===== src/rtl/ssd1306_cmd_ctrl_if.sv =====
// Byte-stream and framebuffer-write bundle for the SSD1306 command controller.
// Latency: none (wires only).
// Backpressure: none; the byte stream and writes are strobes, one byte per clk.
interface ssd1306_cmd_ctrl_if #(
   parameter int COL_W  = 7,
   parameter int PAGE_W = 3
) ();
   logic                    byte_valid;
   logic [7:0]              byte_data;
   logic                    byte_dc;
   logic                    cs_rise;
   logic                    wr_en;
   logic [COL_W+PAGE_W-1:0] wr_addr;
   logic [7:0]              wr_data;

   // Upstream side: SPI deserializer feeding bytes, framebuffer side observed.
   modport master (
      output byte_valid, byte_data, byte_dc, cs_rise,
      input  wr_en, wr_addr, wr_data
   );

   // Controller side.
   modport slave (
      input  byte_valid, byte_data, byte_dc, cs_rise,
      output wr_en, wr_addr, wr_data
   );
endinterface


===== src/rtl/ssd1306_cmd_ctrl.sv =====
// SSD1306 command decoder, config registers and GDDRAM pointer/framebuffer write generator.
// Latency: data byte -> wr_en one clk later; commands take effect on the edge after their last byte.
// Backpressure: none; accepts one byte per clk. Optional flip opcodes: define SSD1306_CTRL_FLIP_EN.
module ssd1306_cmd_ctrl #(
   parameter int         COL_W        = 7,
   parameter int         PAGE_W       = 3,
   parameter logic [7:0] CONTRAST_RST = 8'h7F
) (
   input  logic                 clk,
   input  logic                 rst,
   ssd1306_cmd_ctrl_if.slave    bus,
   output logic                 disp_on,
   output logic                 invert,
   output logic [7:0]           contrast,
   output logic                 flip_h,
   output logic                 flip_v
);

   typedef enum logic [1:0] {IDLE, ARG1, ARG2, SKIP1} state_t;

   localparam logic [1:0] MODE_HORZ = 2'd0;
   localparam logic [1:0] MODE_VERT = 2'd1;
   localparam logic [1:0] MODE_PAGE = 2'd2;

   state_t              state, state_nxt;
   logic [7:0]          opcode, opcode_nxt;
   logic [COL_W-1:0]    arg, arg_nxt;          // first argument of 0x21/0x22
   logic [1:0]          mode, mode_nxt;
   logic [COL_W-1:0]    col_start, col_start_nxt, col_end, col_end_nxt, col_ptr, col_ptr_nxt;
   logic [PAGE_W-1:0]   page_start, page_start_nxt, page_end, page_end_nxt, page_ptr, page_ptr_nxt;
   logic                disp_on_nxt, invert_nxt;
   logic [7:0]          contrast_nxt;
   logic                wr_en_nxt;
   logic [COL_W+PAGE_W-1:0] wr_addr_nxt;
   logic [7:0]          wr_data_nxt;
   logic                col_wrap, page_wrap;
   logic [COL_W-1:0]    col_inc;
   logic [PAGE_W-1:0]   page_inc;
`ifdef SSD1306_CTRL_FLIP_EN
   logic                flip_h_nxt, flip_v_nxt;
`endif

   // Pointer successors: wrap to start on reaching end, otherwise count modulo 2^W.
   always_comb begin
      col_wrap  = (col_ptr == col_end);
      page_wrap = (page_ptr == page_end);
      col_inc   = col_wrap  ? col_start  : col_ptr + COL_W'(1);
      page_inc  = page_wrap ? page_start : page_ptr + PAGE_W'(1);
   end

   // Byte decode: next FSM state, config/pointer updates and the registered write.
   always_comb begin
      state_nxt      = state;
      opcode_nxt     = opcode;
      arg_nxt        = arg;
      mode_nxt       = mode;
      col_start_nxt  = col_start;
      col_end_nxt    = col_end;
      col_ptr_nxt    = col_ptr;
      page_start_nxt = page_start;
      page_end_nxt   = page_end;
      page_ptr_nxt   = page_ptr;
      disp_on_nxt    = disp_on;
      invert_nxt     = invert;
      contrast_nxt   = contrast;
      wr_en_nxt      = 1'b0;
      wr_addr_nxt    = bus.wr_addr;
      wr_data_nxt    = bus.wr_data;
`ifdef SSD1306_CTRL_FLIP_EN
      flip_h_nxt     = flip_h;
      flip_v_nxt     = flip_v;
`endif
      if (bus.byte_valid) begin
         if (bus.byte_dc) begin
            // Data byte: write at the current address, advance, drop any pending command.
            wr_en_nxt   = 1'b1;
            wr_addr_nxt = {page_ptr, col_ptr};
            wr_data_nxt = bus.byte_data;
            state_nxt   = IDLE;
            case (mode)
               MODE_HORZ: begin
                  col_ptr_nxt = col_inc;
                  if (col_wrap) page_ptr_nxt = page_inc;
               end
               MODE_VERT: begin
                  page_ptr_nxt = page_inc;
                  if (page_wrap) col_ptr_nxt = col_inc;
               end
               default: col_ptr_nxt = col_inc;
            endcase
         end else begin
            case (state)
               IDLE: begin
                  opcode_nxt = bus.byte_data;
                  case (bus.byte_data)
                     8'h20, 8'h21, 8'h22, 8'h81:                      state_nxt = ARG1;
                     8'hA8, 8'hD3, 8'hD5, 8'hD9, 8'hDA, 8'hDB, 8'h8D: state_nxt = SKIP1;
                     8'hAE: disp_on_nxt = 1'b0;
                     8'hAF: disp_on_nxt = 1'b1;
                     8'hA6: invert_nxt  = 1'b0;
                     8'hA7: invert_nxt  = 1'b1;
`ifdef SSD1306_CTRL_FLIP_EN
                     8'hA0: flip_h_nxt  = 1'b0;
                     8'hA1: flip_h_nxt  = 1'b1;
                     8'hC0: flip_v_nxt  = 1'b0;
                     8'hC8: flip_v_nxt  = 1'b1;
`endif
                     default: begin
                        // Page-mode pointer shortcuts; anything else is ignored.
                        if (mode == MODE_PAGE) begin
                           if (bus.byte_data[7:4] == 4'h0)
                              col_ptr_nxt[3:0] = bus.byte_data[3:0];
                           else if (bus.byte_data[7:3] == 5'b00010)
                              col_ptr_nxt[COL_W-1:4] = bus.byte_data[COL_W-5:0];
                           else if (bus.byte_data[7:3] == 5'b10110)
                              page_ptr_nxt = bus.byte_data[PAGE_W-1:0];
                        end
                     end
                  endcase
               end
               ARG1: begin
                  state_nxt = IDLE;
                  case (opcode)
                     8'h20: if (bus.byte_data[1:0] != 2'd3) mode_nxt = bus.byte_data[1:0];
                     8'h81: contrast_nxt = bus.byte_data;
                     default: begin
                        arg_nxt   = bus.byte_data[COL_W-1:0];
                        state_nxt = ARG2;
                     end
                  endcase
               end
               ARG2: begin
                  state_nxt = IDLE;
                  if (opcode == 8'h21) begin
                     col_start_nxt = arg;
                     col_end_nxt   = bus.byte_data[COL_W-1:0];
                     col_ptr_nxt   = arg;
                  end else begin
                     page_start_nxt = arg[PAGE_W-1:0];
                     page_end_nxt   = bus.byte_data[PAGE_W-1:0];
                     page_ptr_nxt   = arg[PAGE_W-1:0];
                  end
               end
               default: state_nxt = IDLE;   // SKIP1: argument swallowed
            endcase
         end
      end
      // Transfer end wins over whatever state the byte left behind.
      if (bus.cs_rise) state_nxt = IDLE;
   end

   // FSM state register.
   always_ff @(posedge clk or posedge rst) begin
      if (rst) state <= IDLE;
      else     state <= state_nxt;
   end

   // Config, pointer and write-port registers.
   always_ff @(posedge clk or posedge rst) begin
      if (rst) begin
         opcode      <= 8'h00;
         arg         <= '0;
         mode        <= MODE_PAGE;
         col_start   <= '0;
         col_end     <= '1;
         col_ptr     <= '0;
         page_start  <= '0;
         page_end    <= '1;
         page_ptr    <= '0;
         disp_on     <= 1'b0;
         invert      <= 1'b0;
         contrast    <= CONTRAST_RST;
         bus.wr_en   <= 1'b0;
         bus.wr_addr <= '0;
         bus.wr_data <= 8'h00;
      end else begin
         opcode      <= opcode_nxt;
         arg         <= arg_nxt;
         mode        <= mode_nxt;
         col_start   <= col_start_nxt;
         col_end     <= col_end_nxt;
         col_ptr     <= col_ptr_nxt;
         page_start  <= page_start_nxt;
         page_end    <= page_end_nxt;
         page_ptr    <= page_ptr_nxt;
         disp_on     <= disp_on_nxt;
         invert      <= invert_nxt;
         contrast    <= contrast_nxt;
         bus.wr_en   <= wr_en_nxt;
         bus.wr_addr <= wr_addr_nxt;
         bus.wr_data <= wr_data_nxt;
      end
   end

`ifdef SSD1306_CTRL_FLIP_EN
   // Mirror controls for the scan-out.
   always_ff @(posedge clk or posedge rst) begin
      if (rst) begin
         flip_h <= 1'b0;
         flip_v <= 1'b0;
      end else begin
         flip_h <= flip_h_nxt;
         flip_v <= flip_v_nxt;
      end
   end
`else
   assign flip_h = 1'b0;
   assign flip_v = 1'b0;
`endif

endmodule


===== src/flat_wrapper.sv =====
// flat-port wrapper written by rule: the top's interface ports become plain ports
module ssd1306_cmd_ctrl_flat 
#(
   parameter int         COL_W        = 7,
   parameter int         PAGE_W       = 3,
   parameter logic [7:0] CONTRAST_RST = 8'h7F
)
  (clk, rst, disp_on, invert, contrast, flip_h, flip_v, bus_byte_valid, bus_byte_data, bus_byte_dc, bus_cs_rise, bus_wr_en, bus_wr_addr, bus_wr_data);
  ssd1306_cmd_ctrl_if #(.COL_W(COL_W), .PAGE_W(PAGE_W)) bus_i ();
  input  logic clk;
  input  logic rst;
  output logic disp_on;
  output logic invert;
  output logic [7:0] contrast;
  output logic flip_h;
  output logic flip_v;
  input wire logic [$bits(bus_i.byte_valid)-1:0] bus_byte_valid;
  input wire logic [$bits(bus_i.byte_data)-1:0] bus_byte_data;
  input wire logic [$bits(bus_i.byte_dc)-1:0] bus_byte_dc;
  input wire logic [$bits(bus_i.cs_rise)-1:0] bus_cs_rise;
  output wire logic [$bits(bus_i.wr_en)-1:0] bus_wr_en;
  output wire logic [$bits(bus_i.wr_addr)-1:0] bus_wr_addr;
  output wire logic [$bits(bus_i.wr_data)-1:0] bus_wr_data;
  assign bus_i.byte_valid = bus_byte_valid;
  assign bus_i.byte_data = bus_byte_data;
  assign bus_i.byte_dc = bus_byte_dc;
  assign bus_i.cs_rise = bus_cs_rise;
  assign bus_wr_en = bus_i.wr_en;
  assign bus_wr_addr = bus_i.wr_addr;
  assign bus_wr_data = bus_i.wr_data;
  ssd1306_cmd_ctrl #(.COL_W(COL_W), .PAGE_W(PAGE_W), .CONTRAST_RST(CONTRAST_RST)) u_core (.clk(clk), .rst(rst), .bus(bus_i), .disp_on(disp_on), .invert(invert), .contrast(contrast), .flip_h(flip_h), .flip_v(flip_v));
endmodule

===== config.mk =====
export PLATFORM = sky130hd
export DESIGN_NAME = ssd1306_cmd_ctrl_flat
export DESIGN_NICKNAME = d
export VERILOG_FILES = /design/src/rtl/ssd1306_cmd_ctrl_if.sv /design/src/rtl/ssd1306_cmd_ctrl.sv /design/src/flat_wrapper.sv
export SDC_FILE = /design/constraint.sdc
export NUM_CORES = 1
export LEC_CHECK = 0
export CORE_ASPECT_RATIO = 0.75
export CORE_MARGIN = 10
export CORE_UTILIZATION = 35
export CTS_CLUSTER_DIAMETER = 40
export DETAILED_ROUTE_END_ITERATION = 12
export GPL_TIMING_DRIVEN = 0
export PLACE_DENSITY = 0.53
export RECOVER_POWER = 100
export SETUP_SLACK_MARGIN = 0.15
export SYNTH_ARGS = -nofsm -noshare
export SYNTH_HDL_FRONTEND = slang
export SYNTH_SLANG_ARGS = --single-unit

===== constraint.sdc =====
create_clock -name clk -period 3.3 [get_ports clk]
set_input_delay 0.495 -clock clk [delete_from_list [all_inputs] [get_ports clk]]
set_output_delay 0.495 -clock clk [all_outputs]
set_load 0.02 [all_outputs]

==> results of run 1 <==
layout by cell type, fill, tap and decap left out, types with 2 or more instances in the layout:
cell / instances
mux2_2: 71
dfrtp_1: 60
dlygate4sd3_1: 33
a21oi_1: 21
dfstp_2: 18
nand2_1: 16
clkbuf_1: 14
nor2_1: 11
xnor2_1: 9
clkbuf_16: 9
xor2_1: 7
mux2i_1: 7
clkdlybuf4s50_1: 7
inv_1: 5
nand3_1: 5
a31oi_1: 5
o21ai_0: 5
or3_1: 4
or4_1: 3
nand3b_1: 3
nor2b_1: 3
nand4_1: 3
a311oi_1: 3
nor4_1: 3
nor3_1: 3
buf_2: 2
o211ai_1: 2
nor3b_1: 2
nand4b_1: 2
nand2b_1: 2
a221oi_1: 2
a211oi_1: 2
ha_1: 2
buf_4: 2
conb_1: 2
clkinvlp_4: 2
clkinv_2: 2
state kept, by name (all words and copies together), names as in the netlist, 2 cells and up:
signal              flops
u_core.arg              7
u_core.bus.wr_addr     10
u_core.bus.wr_data      8
u_core.col_end          7
u_core.col_ptr          7
u_core.col_start        7
u_core.contrast         8
u_core.mode             2
u_core.opcode           8
u_core.page_end         3
u_core.page_ptr         3
u_core.page_start       3
u_core.state            2
per-stage QoR:
step / utilization, % / std cells / area, sq um / total power (W)
2_1_floorplan: - / 314 / 3820 / 0.00175
3_3_place_gp: 42.0 / 490 / 4390 / 0.00204
3_5_place_dp: 42.3 / 491 / 4420 / 0.00205
4_1_cts: 45.2 / 507 / 4720 / 0.00306
5_1_grt: 44.6 / 507 / 4660 / 0.00314
6_report: 44.6 / 507 / 4660 / 0.00297
critical path, cell delays in order:
cell and delay, ps:
dlygate4sd3_1 560, clkbuf_1 490, nor2_1 190, nand3_1 140, a311oi_1 160, o31ai_4 520, o211ai_1 290, mux2_2 340
worst max path at each step:
stage | from | endpoint | slack (ps) | cells past startpoint
finish | bus_byte_data[6] | u_core.page_ptr[1] | 350 | 8
global route | bus_byte_data[6] | u_core.page_ptr[1] | 230 | 8
CTS | bus_byte_data[6] | u_core.page_ptr[1] | 530 | 8
detailed placement | bus_byte_data[6] | u_core.page_ptr[1] | 170 | 8
global placement | rst | u_core.state[1] | -530 | 2
floorplan | rst | u_core.arg[0] | 840 | 1
metal layers:
layer,routed length (um),global-route usage [%],vias to the layer above
li1,-,-,1237
met1,4360,16.2,1283
met2,3960,17.0,90
met3,785,5.17,15
met4,157,4.64,0
met5,0,0,-
layout make-up:
cell class              instances  area share (%)
clock buffers                   9            4.83
repair buffers                 41            8.69
well taps                     136            3.65
plain buffers                  18            1.66
flip-flops and latches         78            42.3
clock inverters                 7            1.56
inverters                       8           0.671
multi-input cells             210            36.6
kinds of logic (layout without fill, tap and decap cells):
family          after synthesis  count (layout)
other cells                   1               2
buf+inv                      26              83
flops                        78              78
mux                          78              78
fa+ha+maj                     2               2
xor+xnor                     16              16
simple gates                 67              67
compound gates               45              45
power by group through the flow:
stage	combinational [W]	sequential, W	clock [W]
floorplan	0.000415	0.00133	0
global placement	0.000765	0.00127	0
detailed placement	0.000776	0.00128	0
CTS	0.000782	0.00126	0.00102
global route	0.000804	0.00128	0.00106
finish	0.000734	0.00125	0.000984
==> impl_metrics.yaml, run 1 <==
placed_design:
  gp_congestion: 0.861
  numPortBuffers: 40
  place_ws_ps: 173
  place.detailed.hpwl_mm: 6.58
synthesis:
  netlist_area_sq_um: 3820
  async_flop_share_pct: 100
  synth_area_leaders: "dfrtp_1 (39%), mux2_2 (21%), dfstp_2 (12%)"
  synthSimpleGateAreaFrac_pct: 10.2
  synth_compound_area_share_pct: 7.97
  synth_seq_cells: 78
  syn_avg_cell_area_sq_um: 12.2
  synthTopCellsByCount: "mux2_2 (71), dfrtp_1 (60), a21oi_1 (20)"
  synth_top_family_by_area: "multiplexers"
  muxShareOfSynthArea_pct: 22.8
  syn_inst: 313
  ys.warnings.count: 0
  yosysMostFrequentCell: "mux2_2"
  synth_edf_count: 0
  synth_top_area_cell: "dfrtp_1"
  synthAdderAreaFrac_pct: 0.656
  netlist.area_leader.share_pct: 39.3
  yosysSeqAreaShare_pct: 51.7
  synth_xor_area_share_pct: 3.67
  ys.flop_type: "dfrtp_1"
  ys_types: 50
floorplanning:
  fp.dieH_um: 110
  num_rows: 32
  io_pins: 44
  coreArea_sq_um: 10500
  start_util_pct: 36.5
  chipWidth_um: 141
  die_area_sq_um: 15500
cells_and_area:
  seq_area_sq_um: 1970
  area_delta_synth_final_pct: 22.2
  drive_above_1_share_pct: 32.1
  multiInputGateArea_sq_um: 1710
  antenna_cells: 0
  fin_nets: 381
  fill_cells: 973
global_route:
  grt_pass1_wl_mm: 15.2
  grt_util_all_layers_pct: 12.2
  antenna_found_initial: 0
  grt.overflow.total: 0
  grt_max_degree: 65
  grt_pass1_vias: 2764
timing:
  max_freq_ghz: 0.339
  hold_ws_ps: 478
  slew_headroom_pct: -4.48
  skew_ps: 7.72
  tns_ps: 0
  worst_slew_pin_slew_ps: 1570
  layout_min_cycle_time_ps: 2950
  finalCritPeriodShare_pct: 89.5
  rsz0062_at_grt: "no"
  slew_violations: 65
  finalSetupViolations: 0
  fin_ws_ps: 347
  hold_viol: 0
routing:
  drt_iter0_drc: 150
  drtPass1Iterations: 4
  ant_nets: 0
  vias_per_cell: 5.18
  vias: 2625
  wl_per_cell_um: 18.3
  drt-total-wl_mm: 9.26
  route.detailed.drc: 0
pwr:
  cellPowerDensity_nw_per_um2: 637
  switchingPower_w: 0.000899
  combPwrFrac_pct: 24.7
  p_seq_share_pct: 42.2
  swShare_pct: 30.3
  power_leakage_nw: 2.00
  clkPwrFrac_pct: 33.1
  irDropWorstVdd_v: 0.000262
  p_int_w: 0.00207
clock_tree:
  cts_buffers: 9
  hold_buffers: 0
  cts.sinks: 78
  cts_tree: "yes"
  post_cts_resized: 0
  cts.htree.levels: 3
  cts_setup_buffers: 0
  insertion_delay_ps: 340
  clk_root_buffer_cell: "clkbuf_16"
  path_clk_slew_ps: 60
  cts_max_path_buffers: 2
run_status:
  status: "finished with violations"
  violations: "max-capacitance violations, max-slew violations"
flow_run:
  maxCapViolations: 1
min_path:
  worstHoldPathType: "reg -> reg"
  hold_start: "u_core.bus.wr_addr[9]"
  hold_depth: 2
  hold_end: "u_core.bus.wr_addr[9]"
setup_path:
  critPathCaptureType: "register"
  reg2reg_depth: 5
  worstPathArrival_ps: 3180
  cp_max_fo: 10
  r2r_start: "u_core.opcode[3]"
  timing.reg2reg.setup_slack_ps: 750
  timing.rr.end: "u_core.col_start[6]"
  critPathKind: "in -> reg"
  required_ps: 3530
  start_kind: "primary input"
(Power assumes the default switching activity.)
==> run 2: changes to the inputs <==
--- a/config.mk
+++ b/config.mk
@@ -5,6 +5,7 @@
 export SDC_FILE = /design/constraint.sdc
 export NUM_CORES = 1
 export LEC_CHECK = 0
+export ABC_CLOCK_PERIOD_IN_PS = 3300
 export CORE_ASPECT_RATIO = 0.75
 export CORE_MARGIN = 10
 export CORE_UTILIZATION = 35
@@ -14,6 +15,7 @@
 export PLACE_DENSITY = 0.53
 export RECOVER_POWER = 100
 export SETUP_SLACK_MARGIN = 0.15
+export SKIP_CTS_REPAIR_TIMING = 1
 export SYNTH_ARGS = -nofsm -noshare
 export SYNTH_HDL_FRONTEND = slang
 export SYNTH_SLANG_ARGS = --single-unit
==> results of run 2 <==
The final DEF is identical to that of run 1; final timing and power are the same.
